<file path="src/rtl/szg_dac_seq_pkg.sv">
// rtl/szg_dac_seq_pkg.sv - shared types and init table for the SYZYGY DAC SPI sequencer
package szg_dac_seq_pkg;

    typedef enum logic [3:0] {
        S_IDLE,
        S_INIT_ISSUE,
        S_INIT_WLOW,
        S_INIT_WHIGH,
        S_VFY_ISSUE,
        S_VFY_WLOW,
        S_VFY_WHIGH,
        S_HOST_ISSUE,
        S_HOST_WLOW,
        S_HOST_WHIGH,
        S_FINISH
    } state_t;

    typedef struct packed {
        logic [5:0] reg_addr;
        logic [7:0] data;
    } init_entry_t;

    localparam int NUM_INIT = 4;
    localparam int IDX_W    = (NUM_INIT > 1) ? $clog2(NUM_INIT) : 1;

    // Cycles the controller may take to drop spi_done after a send.
    localparam int WLOW_CYC = 4;

    localparam init_entry_t INIT_TABLE [NUM_INIT] = '{
        '{reg_addr: 6'h00, data: 8'h00},
        '{reg_addr: 6'h02, data: 8'h34},
        '{reg_addr: 6'h03, data: 8'h00},
        '{reg_addr: 6'h07, data: 8'h00}
    };

endpackage

</file>
<file path="src/rtl/szg_dac_spi_sequencer_if.sv">
// rtl/szg_dac_spi_sequencer_if.sv - control port between sequencer and DAC SPI controller
interface szg_dac_spi_sequencer_if;

    logic [5:0] spi_reg;
    logic [7:0] spi_data_in;
    logic       spi_rw;
    logic       spi_send;
    logic       spi_done;
    logic [7:0] spi_data_out;

    modport master (
        output spi_reg, spi_data_in, spi_rw, spi_send,
        input  spi_done, spi_data_out
    );

    modport slave (
        input  spi_reg, spi_data_in, spi_rw, spi_send,
        output spi_done, spi_data_out
    );

endinterface

</file>
<file path="src/rtl/szg_dac_seq_timeout.sv">
// rtl/szg_dac_seq_timeout.sv - loadable down-counter that flags expiry at zero
module szg_dac_seq_timeout #(
    parameter int W = 14
) (
    input  logic         clk,
    input  logic         reset,
    input  logic         load,
    input  logic [W-1:0] load_val,
    output logic         expired
);

    logic [W-1:0] cnt;

    // Reload on request, otherwise count down and park at zero.
    always_ff @(posedge clk) begin
        if (reset) begin
            cnt <= '0;
        end else if (load) begin
            cnt <= load_val;
        end else if (cnt != '0) begin
            cnt <= cnt - W'(1);
        end
    end

    assign expired = (cnt == '0);

endmodule

</file>
<file path="src/rtl/szg_dac_spi_sequencer.sv">
// rtl/szg_dac_spi_sequencer.sv - replays the DAC init table and arbitrates host register access
module szg_dac_spi_sequencer
    import szg_dac_seq_pkg::*;
#(
    parameter bit AUTO_INIT   = 1'b1,
    parameter bit VERIFY      = 1'b1,
    parameter int TIMEOUT_CYC = 8192
) (
    input  logic       clk,
    input  logic       reset,
    input  logic       start_init,
    input  logic       host_req,
    input  logic       host_rw,
    input  logic [5:0] host_reg,
    input  logic [7:0] host_wdata,
    output logic       host_ack,
    output logic [7:0] host_rdata,
    output logic       host_err,
    output logic       busy,
    output logic       init_done,
    output logic       init_err,
    output logic [5:0] err_reg,
    szg_dac_spi_sequencer_if.master spi
);

    localparam int TW = $clog2(TIMEOUT_CYC + 1);

    state_t            state, next_state;
    logic [IDX_W-1:0]  idx;
    logic              auto_pend;
    logic              h_rw;
    logic [5:0]        h_reg;
    logic [7:0]        h_wdata;
    logic              tmo_load;
    logic [TW-1:0]     tmo_val;
    logic              tmo_exp;
    logic              go_init;
    logic              last_entry;
    logic              vfy_bad;
    logic              is_issue;
    logic              is_wlow;

    assign go_init    = start_init || auto_pend;
    assign last_entry = (idx == IDX_W'(NUM_INIT - 1));
    assign vfy_bad    = (spi.spi_data_out != INIT_TABLE[idx].data);

    szg_dac_seq_timeout #(.W(TW)) u_timeout (
        .clk      (clk),
        .reset    (reset),
        .load     (tmo_load),
        .load_val (tmo_val),
        .expired  (tmo_exp)
    );

    // State register.
    always_ff @(posedge clk) begin
        if (reset) state <= S_IDLE;
        else       state <= next_state;
    end

    // Next-state: issue waits for an idle controller, each wait can time out into FINISH.
    always_comb begin
        next_state = state;
        case (state)
            S_IDLE: begin
                if (go_init)       next_state = S_INIT_ISSUE;
                else if (host_req) next_state = S_HOST_ISSUE;
            end
            S_INIT_ISSUE: if (spi.spi_done) next_state = S_INIT_WLOW;
            S_VFY_ISSUE:  if (spi.spi_done) next_state = S_VFY_WLOW;
            S_HOST_ISSUE: if (spi.spi_done) next_state = S_HOST_WLOW;
            S_INIT_WLOW: begin
                if (!spi.spi_done) next_state = S_INIT_WHIGH;
                else if (tmo_exp)  next_state = S_FINISH;
            end
            S_VFY_WLOW: begin
                if (!spi.spi_done) next_state = S_VFY_WHIGH;
                else if (tmo_exp)  next_state = S_FINISH;
            end
            S_HOST_WLOW: begin
                if (!spi.spi_done) next_state = S_HOST_WHIGH;
                else if (tmo_exp)  next_state = S_FINISH;
            end
            S_INIT_WHIGH: begin
                if (spi.spi_done) begin
                    if (VERIFY)          next_state = S_VFY_ISSUE;
                    else if (last_entry) next_state = S_FINISH;
                    else                 next_state = S_INIT_ISSUE;
                end else if (tmo_exp) begin
                    next_state = S_FINISH;
                end
            end
            S_VFY_WHIGH: begin
                if (spi.spi_done) begin
                    if (vfy_bad || last_entry) next_state = S_FINISH;
                    else                       next_state = S_INIT_ISSUE;
                end else if (tmo_exp) begin
                    next_state = S_FINISH;
                end
            end
            S_HOST_WHIGH: if (spi.spi_done || tmo_exp) next_state = S_FINISH;
            S_FINISH:     next_state = S_IDLE;
            default:      next_state = S_IDLE;
        endcase
    end

    // Outputs: SPI command fields per transfer kind, send strobe and timeout reloads.
    always_comb begin
        spi.spi_reg     = 6'h00;
        spi.spi_data_in = 8'h00;
        spi.spi_rw      = 1'b0;
        is_issue        = 1'b0;
        is_wlow         = 1'b0;
        busy            = (state != S_IDLE);
        case (state)
            S_INIT_ISSUE, S_INIT_WLOW, S_INIT_WHIGH: begin
                spi.spi_reg     = INIT_TABLE[idx].reg_addr;
                spi.spi_data_in = INIT_TABLE[idx].data;
                spi.spi_rw      = 1'b1;
            end
            S_VFY_ISSUE, S_VFY_WLOW, S_VFY_WHIGH: begin
                spi.spi_reg = INIT_TABLE[idx].reg_addr;
            end
            S_HOST_ISSUE, S_HOST_WLOW, S_HOST_WHIGH: begin
                spi.spi_reg     = h_reg;
                spi.spi_data_in = h_wdata;
                spi.spi_rw      = h_rw;
            end
            default: ;
        endcase
        case (state)
            S_INIT_ISSUE, S_VFY_ISSUE, S_HOST_ISSUE: is_issue = 1'b1;
            S_INIT_WLOW, S_VFY_WLOW, S_HOST_WLOW:    is_wlow  = 1'b1;
            default: ;
        endcase
        spi.spi_send = is_issue && spi.spi_done;
        tmo_load     = spi.spi_send || (is_wlow && !spi.spi_done);
        tmo_val      = spi.spi_send ? TW'(WLOW_CYC) : TW'(TIMEOUT_CYC);
    end

    // Datapath: table index, sticky init status, host latches and host completion.
    always_ff @(posedge clk) begin
        if (reset) begin
            idx        <= '0;
            auto_pend  <= AUTO_INIT;
            init_done  <= 1'b0;
            init_err   <= 1'b0;
            err_reg    <= 6'h00;
            h_rw       <= 1'b0;
            h_reg      <= 6'h00;
            h_wdata    <= 8'h00;
            host_ack   <= 1'b0;
            host_rdata <= 8'h00;
            host_err   <= 1'b0;
        end else begin
            host_ack <= 1'b0;
            case (state)
                S_IDLE: begin
                    if (go_init) begin
                        idx       <= '0;
                        auto_pend <= 1'b0;
                        init_done <= 1'b0;
                        init_err  <= 1'b0;
                        err_reg   <= 6'h00;
                    end else if (host_req) begin
                        h_rw    <= host_rw;
                        h_reg   <= host_reg;
                        h_wdata <= host_wdata;
                    end
                end
                S_INIT_WLOW, S_VFY_WLOW: begin
                    if (spi.spi_done && tmo_exp) begin
                        init_err <= 1'b1;
                        err_reg  <= INIT_TABLE[idx].reg_addr;
                    end
                end
                S_INIT_WHIGH: begin
                    if (spi.spi_done) begin
                        if (!VERIFY) begin
                            if (last_entry) init_done <= 1'b1;
                            else            idx <= idx + IDX_W'(1);
                        end
                    end else if (tmo_exp) begin
                        init_err <= 1'b1;
                        err_reg  <= INIT_TABLE[idx].reg_addr;
                    end
                end
                S_VFY_WHIGH: begin
                    if (spi.spi_done) begin
                        if (vfy_bad) begin
                            init_err <= 1'b1;
                            err_reg  <= INIT_TABLE[idx].reg_addr;
                        end else if (last_entry) begin
                            init_done <= 1'b1;
                        end else begin
                            idx <= idx + IDX_W'(1);
                        end
                    end else if (tmo_exp) begin
                        init_err <= 1'b1;
                        err_reg  <= INIT_TABLE[idx].reg_addr;
                    end
                end
                S_HOST_WLOW: begin
                    if (spi.spi_done && tmo_exp) begin
                        host_ack   <= 1'b1;
                        host_err   <= 1'b1;
                        host_rdata <= 8'h00;
                    end
                end
                S_HOST_WHIGH: begin
                    if (spi.spi_done) begin
                        host_ack   <= 1'b1;
                        host_err   <= 1'b0;
                        host_rdata <= spi.spi_data_out;
                    end else if (tmo_exp) begin
                        host_ack   <= 1'b1;
                        host_err   <= 1'b1;
                        host_rdata <= 8'h00;
                    end
                end
                default: ;
            endcase
        end
    end

endmodule

</file>
<file path="src/flat_wrapper.sv">
// flat-port wrapper written by rule: the top's interface ports become plain ports
module szg_dac_spi_sequencer_flat import szg_dac_seq_pkg::*;
#(
    parameter bit AUTO_INIT   = 1'b1,
    parameter bit VERIFY      = 1'b1,
    parameter int TIMEOUT_CYC = 8192
)
  (clk, reset, start_init, host_req, host_rw, host_reg, host_wdata, host_ack, host_rdata, host_err, busy, init_done, init_err, err_reg, spi_spi_reg, spi_spi_data_in, spi_spi_rw, spi_spi_send, spi_spi_done, spi_spi_data_out);
  szg_dac_spi_sequencer_if spi_i ();
  input  logic clk;
  input  logic reset;
  input  logic start_init;
  input  logic host_req;
  input  logic host_rw;
  input  logic [5:0] host_reg;
  input  logic [7:0] host_wdata;
  output logic host_ack;
  output logic [7:0] host_rdata;
  output logic host_err;
  output logic busy;
  output logic init_done;
  output logic init_err;
  output logic [5:0] err_reg;
  output wire logic [$bits(spi_i.spi_reg)-1:0] spi_spi_reg;
  output wire logic [$bits(spi_i.spi_data_in)-1:0] spi_spi_data_in;
  output wire logic [$bits(spi_i.spi_rw)-1:0] spi_spi_rw;
  output wire logic [$bits(spi_i.spi_send)-1:0] spi_spi_send;
  input wire logic [$bits(spi_i.spi_done)-1:0] spi_spi_done;
  input wire logic [$bits(spi_i.spi_data_out)-1:0] spi_spi_data_out;
  assign spi_spi_reg = spi_i.spi_reg;
  assign spi_spi_data_in = spi_i.spi_data_in;
  assign spi_spi_rw = spi_i.spi_rw;
  assign spi_spi_send = spi_i.spi_send;
  assign spi_i.spi_done = spi_spi_done;
  assign spi_i.spi_data_out = spi_spi_data_out;
  szg_dac_spi_sequencer #(.AUTO_INIT(AUTO_INIT), .VERIFY(VERIFY), .TIMEOUT_CYC(TIMEOUT_CYC)) u_core (.clk(clk), .reset(reset), .start_init(start_init), .host_req(host_req), .host_rw(host_rw), .host_reg(host_reg), .host_wdata(host_wdata), .host_ack(host_ack), .host_rdata(host_rdata), .host_err(host_err), .busy(busy), .init_done(init_done), .init_err(init_err), .err_reg(err_reg), .spi(spi_i));
endmodule
</file>
<file path="config.mk">
export PLATFORM = sky130hd
export DESIGN_NAME = szg_dac_spi_sequencer_flat
export DESIGN_NICKNAME = d
export VERILOG_FILES = /design/src/rtl/szg_dac_seq_pkg.sv /design/src/rtl/szg_dac_spi_sequencer_if.sv /design/src/rtl/szg_dac_seq_timeout.sv /design/src/rtl/szg_dac_spi_sequencer.sv /design/src/flat_wrapper.sv
export SDC_FILE = /design/constraint.sdc
export NUM_CORES = 1
export LEC_CHECK = 0
export ABC_CLOCK_PERIOD_IN_PS = 3470
export BUFFER_PORTS_ARGS = -buffer_cell sky130_fd_sc_hd__buf_2
export CAP_MARGIN = 20
export CORE_MARGIN = 3
export CORE_UTILIZATION = 30
export DETAILED_ROUTE_END_ITERATION = 12
export MAX_ROUTING_LAYER = met4
export SETUP_SLACK_MARGIN = 0.2
export SYNTH_ARGS = -nofsm -noshare
export SYNTH_HDL_FRONTEND = slang
export SYNTH_SLANG_ARGS = --single-unit
</file>
<file path="constraint.sdc">
create_clock -name clk -period 3.47 [get_ports clk]
set_input_delay 0.5205 -clock clk [delete_from_list [all_inputs] [get_ports clk]]
set_output_delay 0.5205 -clock clk [all_outputs]
set_load 0.01 [all_outputs]
</file>
## Word level (Yosys, flattened, before mapping)

Cells that the tools add are included.

- Add/subtract/negate cells: 2
- Magnitude comparators: 1
- Equality and inequality tests: 26
- Multiplexer cells: 59
- Bitwise operators: 2
- Reductions and logical operators: 29

Operator list:

| cell | count |
|---|---|
| $mux W14 | 5 |
| $mux W4 | 13 |
| $pmux W4 S10 | 1 |
| $mux W6 | 6 |
| $pmux W8 S2 | 2 |
| $bmux W14 S2 | 1 |
| $mux W8 | 3 |
| $pmux W6 S4 | 1 |
| $reduce_and A5 Y1 | 4 |
| $eq A4 B3 Y1 const B | 4 |
| $mux W1 | 16 |
| $logic_not A14 Y1 | 1 |
| $ne A2 B2 Y1 const B | 7 |
| $reduce_bool A14 Y1 | 1 |
| $sub A14 B1 Y14 const B | 1 |
| $pmux W6 S2 | 1 |
| $reduce_or A3 Y1 | 4 |
| $ne A2 B1 Y1 const B | 5 |
| $ne A3 B2 Y1 const B | 3 |
| $eq A4 B2 Y1 const B | 2 |
| $eq A4 B4 Y1 const B | 2 |
| $mux W2 | 4 |
| $ne A8 B8 Y1 | 1 |
| $pmux W1 S2 | 4 |
| 18 further kinds | 27 |

- Register bits after elaboration: 54
- Bits of input ports: 28
- Logic and storage cells: 132

## Longest topological paths before layout

- Depth after elaboration: 9
- Gate-level depth with buffers: 9
- Mapped depth without buffers: 8

## By module

From an unflattened synthesis, not the netlist that was laid out.

- Cell total of the unflattened synthesis: 394
- Area total of the unflattened synthesis: 3,088.0 µm²

By module, submodules not included:

| module | instances | cells each | area an instance (µm²) | seq. area each (µm²) |
|---|---|---|---|---|
| szg_dac_spi_sequencer | 1 | 285 | 2,200.9 | 800.8 |
| szg_dac_seq_timeout | 1 | 109 | 887.1 | 280.3 |

## Worst setup path before layout

OpenSTA, ideal clock, no wires.

- Kind: reg-to-reg
- From: register u_core.idx[1]
- To: register u_core.err_reg[3]
- Arrival: 2.047 ns
- Path slack: 1.364 ns
- Cell stages (with the launch flop): 9
- Path buffers: 0
- Clock period less this slack: 2.106 ns
- Cells stage by stage: dfxtp_1 > inv_1 > ha_1 > or4_1 > a211o_1 > o221ai_2 > a21o_4 > o21ba_1 > and2_1

- Cells in the longest elaborated chain, start to end: 7
- Elaborated cells between the ends (all ways): 13

RTL lines:

| element | RTL line | source |
|---|---|---|
| from (decl) | szg_dac_spi_sequencer.sv:29 | `logic [IDX_W-1:0] idx;` |
| from (signal assigned) | szg_dac_spi_sequencer.sv:181 | `else idx <= idx + IDX_W'(1);` |
| from (signal assigned) | szg_dac_spi_sequencer.sv:196 | `idx <= idx + IDX_W'(1);` |
| $not A2 Y3 (not written as such) * | n/a |  |
| $bmux W14 S2 * | n/a |  |
| $mux W14 (not written as such) * (2 in a row) | szg_dac_spi_sequencer.sv:45 | `assign vfy_bad = (spi.spi_data_out != INIT_TABLE[idx].data);` |
| $ne A8 B8 Y1 (tied with other cells) | szg_dac_spi_sequencer.sv:45 |  |
| $ne A3 B2 Y1 (no line) (tied with other cells) | n/a |  |
| $reduce_and A5 Y1 (no line) or $pmux W6 S4 (tied branches) | n/a |  |
| to (signal assigned) | szg_dac_spi_sequencer.sv:174 | `err_reg <= INIT_TABLE[idx].reg_addr;` |
| to (signal assigned) | szg_dac_spi_sequencer.sv:185 | `err_reg <= INIT_TABLE[idx].reg_addr;` |
| to (signal assigned) | szg_dac_spi_sequencer.sv:192 | `err_reg <= INIT_TABLE[idx].reg_addr;` |
| to (decl) | szg_dac_spi_sequencer.sv:22 | `output logic [5:0] err_reg,` |

Every way passes the cells marked *; elsewhere a longest branch is shown, timed or not. The select of a mux whose other input is x is not followed.
A chain may end at the register's enable or synchronous reset.

## Worst setup path after layout

- From: register u_core.state[0]
- To: output port spi_spi_send

- Cells in the longest elaborated chain, start to end: 4
- Elaborated cells between the ends (all ways): 6

RTL lines:

| element | RTL line | source |
|---|---|---|
| from (decl) | szg_dac_spi_sequencer.sv:28 | `state_t state, next_state;` |
| from (signal assigned) | szg_dac_spi_sequencer.sv:58 | `else state <= next_state;` |
| $eq A4 B1 Y1 or $eq A4 B3 Y1 (tied branches) | szg_dac_spi_sequencer.sv:131 | `case (state)` |
| $reduce_or A3 Y1 * | szg_dac_spi_sequencer.sv:131 |  |
| $mux W1 * | szg_dac_spi_sequencer.sv:131 |  |
| $logic_and A1 B1 Y1 * | szg_dac_spi_sequencer.sv:136 | `spi.spi_send = is_issue && spi.spi_done;` |
| to (decl) | flat_wrapper.sv:27 | `output wire logic [$bits(spi_i.spi_send)-1:0] spi_spi_send;` |

Every way passes the cells marked *; elsewhere a longest branch is shown, timed or not.

==> impl_metrics.yaml <==
worst_setup_path:
  reg2reg_from: "u_core.state[0]"
  start_kind: "register"
  r2r_slack_ns: 1.00
  reg2reg_to: "u_core.u_timeout.cnt[1]"
  crit_required_ns: 2.95
  crit_path_start: "u_core.state[0]"
  arrival_ns: 2.38
  end_kind: "output pin"
  reg2regPathDepth: 6
  crit_type: "register to output pin"
  critical_path_peak_fanout: 15
  crit_end: "spi_spi_send"
detailed_routing:
  top_layer: "met4"
  dr.pass1.iters: 4
  drtAntennaViolNets: 0
  drt-total-wl_mm: 7.42
  vias_per_cell: 5.08
  drc: 0
  wl_met3_um: 398
  first_iter_violations: 159
  wl_met1_mm: 3.45
  wire_per_inst_um: 13.5
  met2WireLength_mm: 3.53
  vias: 2794
cells_and_area:
  drive_above_1_share_pct: 19.5
  n_antenna_cell: 0
  largestRegisters: "u_core.u_timeout.cnt (14), u_core.h_wdata (8), u_core.host_rdata (8)"
  final_cells: 550
  fin_nets: 452
  top_register: "u_core.u_timeout.cnt"
  largest_reg_flops: 14
  area_growth_pct: 17.5
timing:
  final_hold_viol_count: 0
  timing.final.crit_share_pct: 83.6
  worst_slew_pin_slew_ns: 0.783
  rsz0062_at_grt: "no"
  skew_ns: 0.0110
  fmax_ghz: 0.345
  min_period_ns: 2.90
  setup_slack_ns: 0.568
  setup_tns_ns: 0
  worst_hold_slack_ns: 0.433
  drv_slew: 0
  setup_viol: 0
  relSlewSlack_pct: 47.1
floorplan:
  die_w_um: 104
  dieArea_sq_um: 10900
  die_h_um: 104
  initial_core_util_pct: 31.1
  fp-row-count: 35
  core_area_sq_um: 9280
  io_pins: 63
synthesis:
  synth_warnings: 0
  syn-cell-area_sq_um: 2890
  yosys.area_share.adder_pct: 1.73
  yosys.cell_count.top_type: "nand2_1"
  yosys.area.top_type: "dfxtp_1"
  ys_seq_elements: 54
  synth_top_family_by_area: "simple AND/OR/NAND/NOR gates"
  syn_inst: 369
  synthMuxAreaShare_pct: 0
  synth_compound_gate_area_share_pct: 23.4
  async_flop_share_pct: 0
  synthFlopType: "dfxtp_1"
  yosysSeqAreaShare_pct: 37.4
  avgSynthCellArea_sq_um: 7.84
  synth_xor_area_share_pct: 3.33
  synth_edf_count: 0
  synth_top_area_share_pct: 37.4
  synth_common_cells: "nand2_1 (57), dfxtp_1 (54), a21oi_1 (35)"
  ys_types: 53
  synth.net_count: 401
  ys_top_cells_by_area: "dfxtp_1 (37%), nand2_1 (7.4%), a21oi_1 (6.1%)"
  yosys.area_share.simple_pct: 29.7
pwr:
  vdd_ir_drop_max_mv: 0.280
  p_per_area_nw_per_um2: 701
  power_mw: 2.38
  leakage_nw: 1.41
global_route:
  grt_overflow: 0
  antenna_found_initial: 0
  track_usage_pct: 14.2
  grt_max_degree: 37
  grt_pass1_vias: 2691
  grt_pass1_wl_mm: 12.7
place:
  port_buffers: 62
  dp_slack_ns: 0.989
  place.gp.congestion: 0.868
  place_inst: 542
  dp_hpwl_mm: 5.34
hold_path:
  hold_class: "input port to register"
cts:
  cts_resized: 0
  clockBufferDepth: 2
  htree_levels: 2
  cts_root_buf: "clkbuf_8"
  numCtsBuffers: 5
  ctsHoldBuffers: 0
  insertion_delay_ns: 0.31
  cts_tree: "built"
  post-cts-setup-buffer-count: 0
  clock-sinks: 54
  path_clk_slew_ns: 0.10
flow_run:
  max-cap-violations: 0
outcome:
  status: "finished, final reports clean"
-- critical path, cell delays in order, from the launching register on --
cell and delay, ns:
dfxtp_1 0.63, nor2b_1 0.44, nor3_1 0.09, a211oi_1 0.46, nand2_1 0.20, inv_1 0.11
buf_2 0.13
-- cell usage in the layout, fill, tap and decap left out, drive strengths merged, types with 3 or more instances in the layout --
master  count
or4         5
nand3       4
a211oi      3
xnor2       6
or3b        3
nor2       30
nor4        3
dfxtp      54
a31oi       3
nand3b      3
nor3        9
nand2b      6
and2       15
buf        67
xor2        5
and3        6
o21ai      27
clkbuf      6
a22o        8
a21oi      35
a21o        9
a311oi      3
inv         8
nor2b      11
nand2      58
a22oi       3
ha          4
-- final cells by class --
cell class | count | area [sq um]
well taps | 129 | 161
repair buffers | 67 | 348
flip-flops and latches | 54 | 1080
fillers | 1010 | 5890
clock inverters | 2 | 12.5
multi-input cells | 284 | 1680
clock buffers | 6 | 82.6
inverters | 8 | 30.0
-- report_power, final --
group | internal [mW] | switching [mW] | total [mW] | leakage, nW
combinational | 0.462 | 0.667 | 1.13 | 0.927
sequential | 0.726 | 0.154 | 0.879 | 0.438
clock | 0.161 | 0.213 | 0.374 | 0.0472
total | 1.35 | 1.03 | 2.38 | 1.41
-- routing by layer --
metal / vias to the layer above / global-route usage (%)
met4: 0 / 3.42
met2: 72 / 23.1
met1: 1317 / 18.0
met5: - / -
li1: 1400 / -
met3: 5 / 3.10
-- how the worst min path moves through the flow --
stage	startpoint	endpoint	slack, ns	cells after the start
after floorplan	u_core.h_reg[3]	u_core.h_reg[3]	0.43	2
after global placement	u_core.h_wdata[3]	u_core.h_wdata[3]	0.44	2
after detailed placement	u_core.err_reg[4]	u_core.err_reg[4]	0.44	1
after CTS	host_wdata[5]	u_core.h_wdata[5]	0.42	3
after global routing	spi_spi_data_out[6]	u_core.host_rdata[6]	0.43	2
final	host_reg[4]	u_core.h_reg[4]	0.43	3
-- stage by stage --
stage          util, %  instance area [sq um]
6_report          36.6                   3400
5_1_grt           36.6                   3400
4_1_cts           36.6                   3400
3_5_place_dp      35.6                   3300
3_3_place_gp      35.6                   3300
2_1_floorplan        -                   2890
-- logic make-up after synthesis --
group	count (synthesis)
AND/OR/NAND/NOR	164
AO/OA/AOI/OAI	105
flip-flops	54
buffers and inverters	31
XOR/XNOR	11
adder cells (fa/ha/maj)	4
Note: power is estimated with default switching activity, not from simulation.
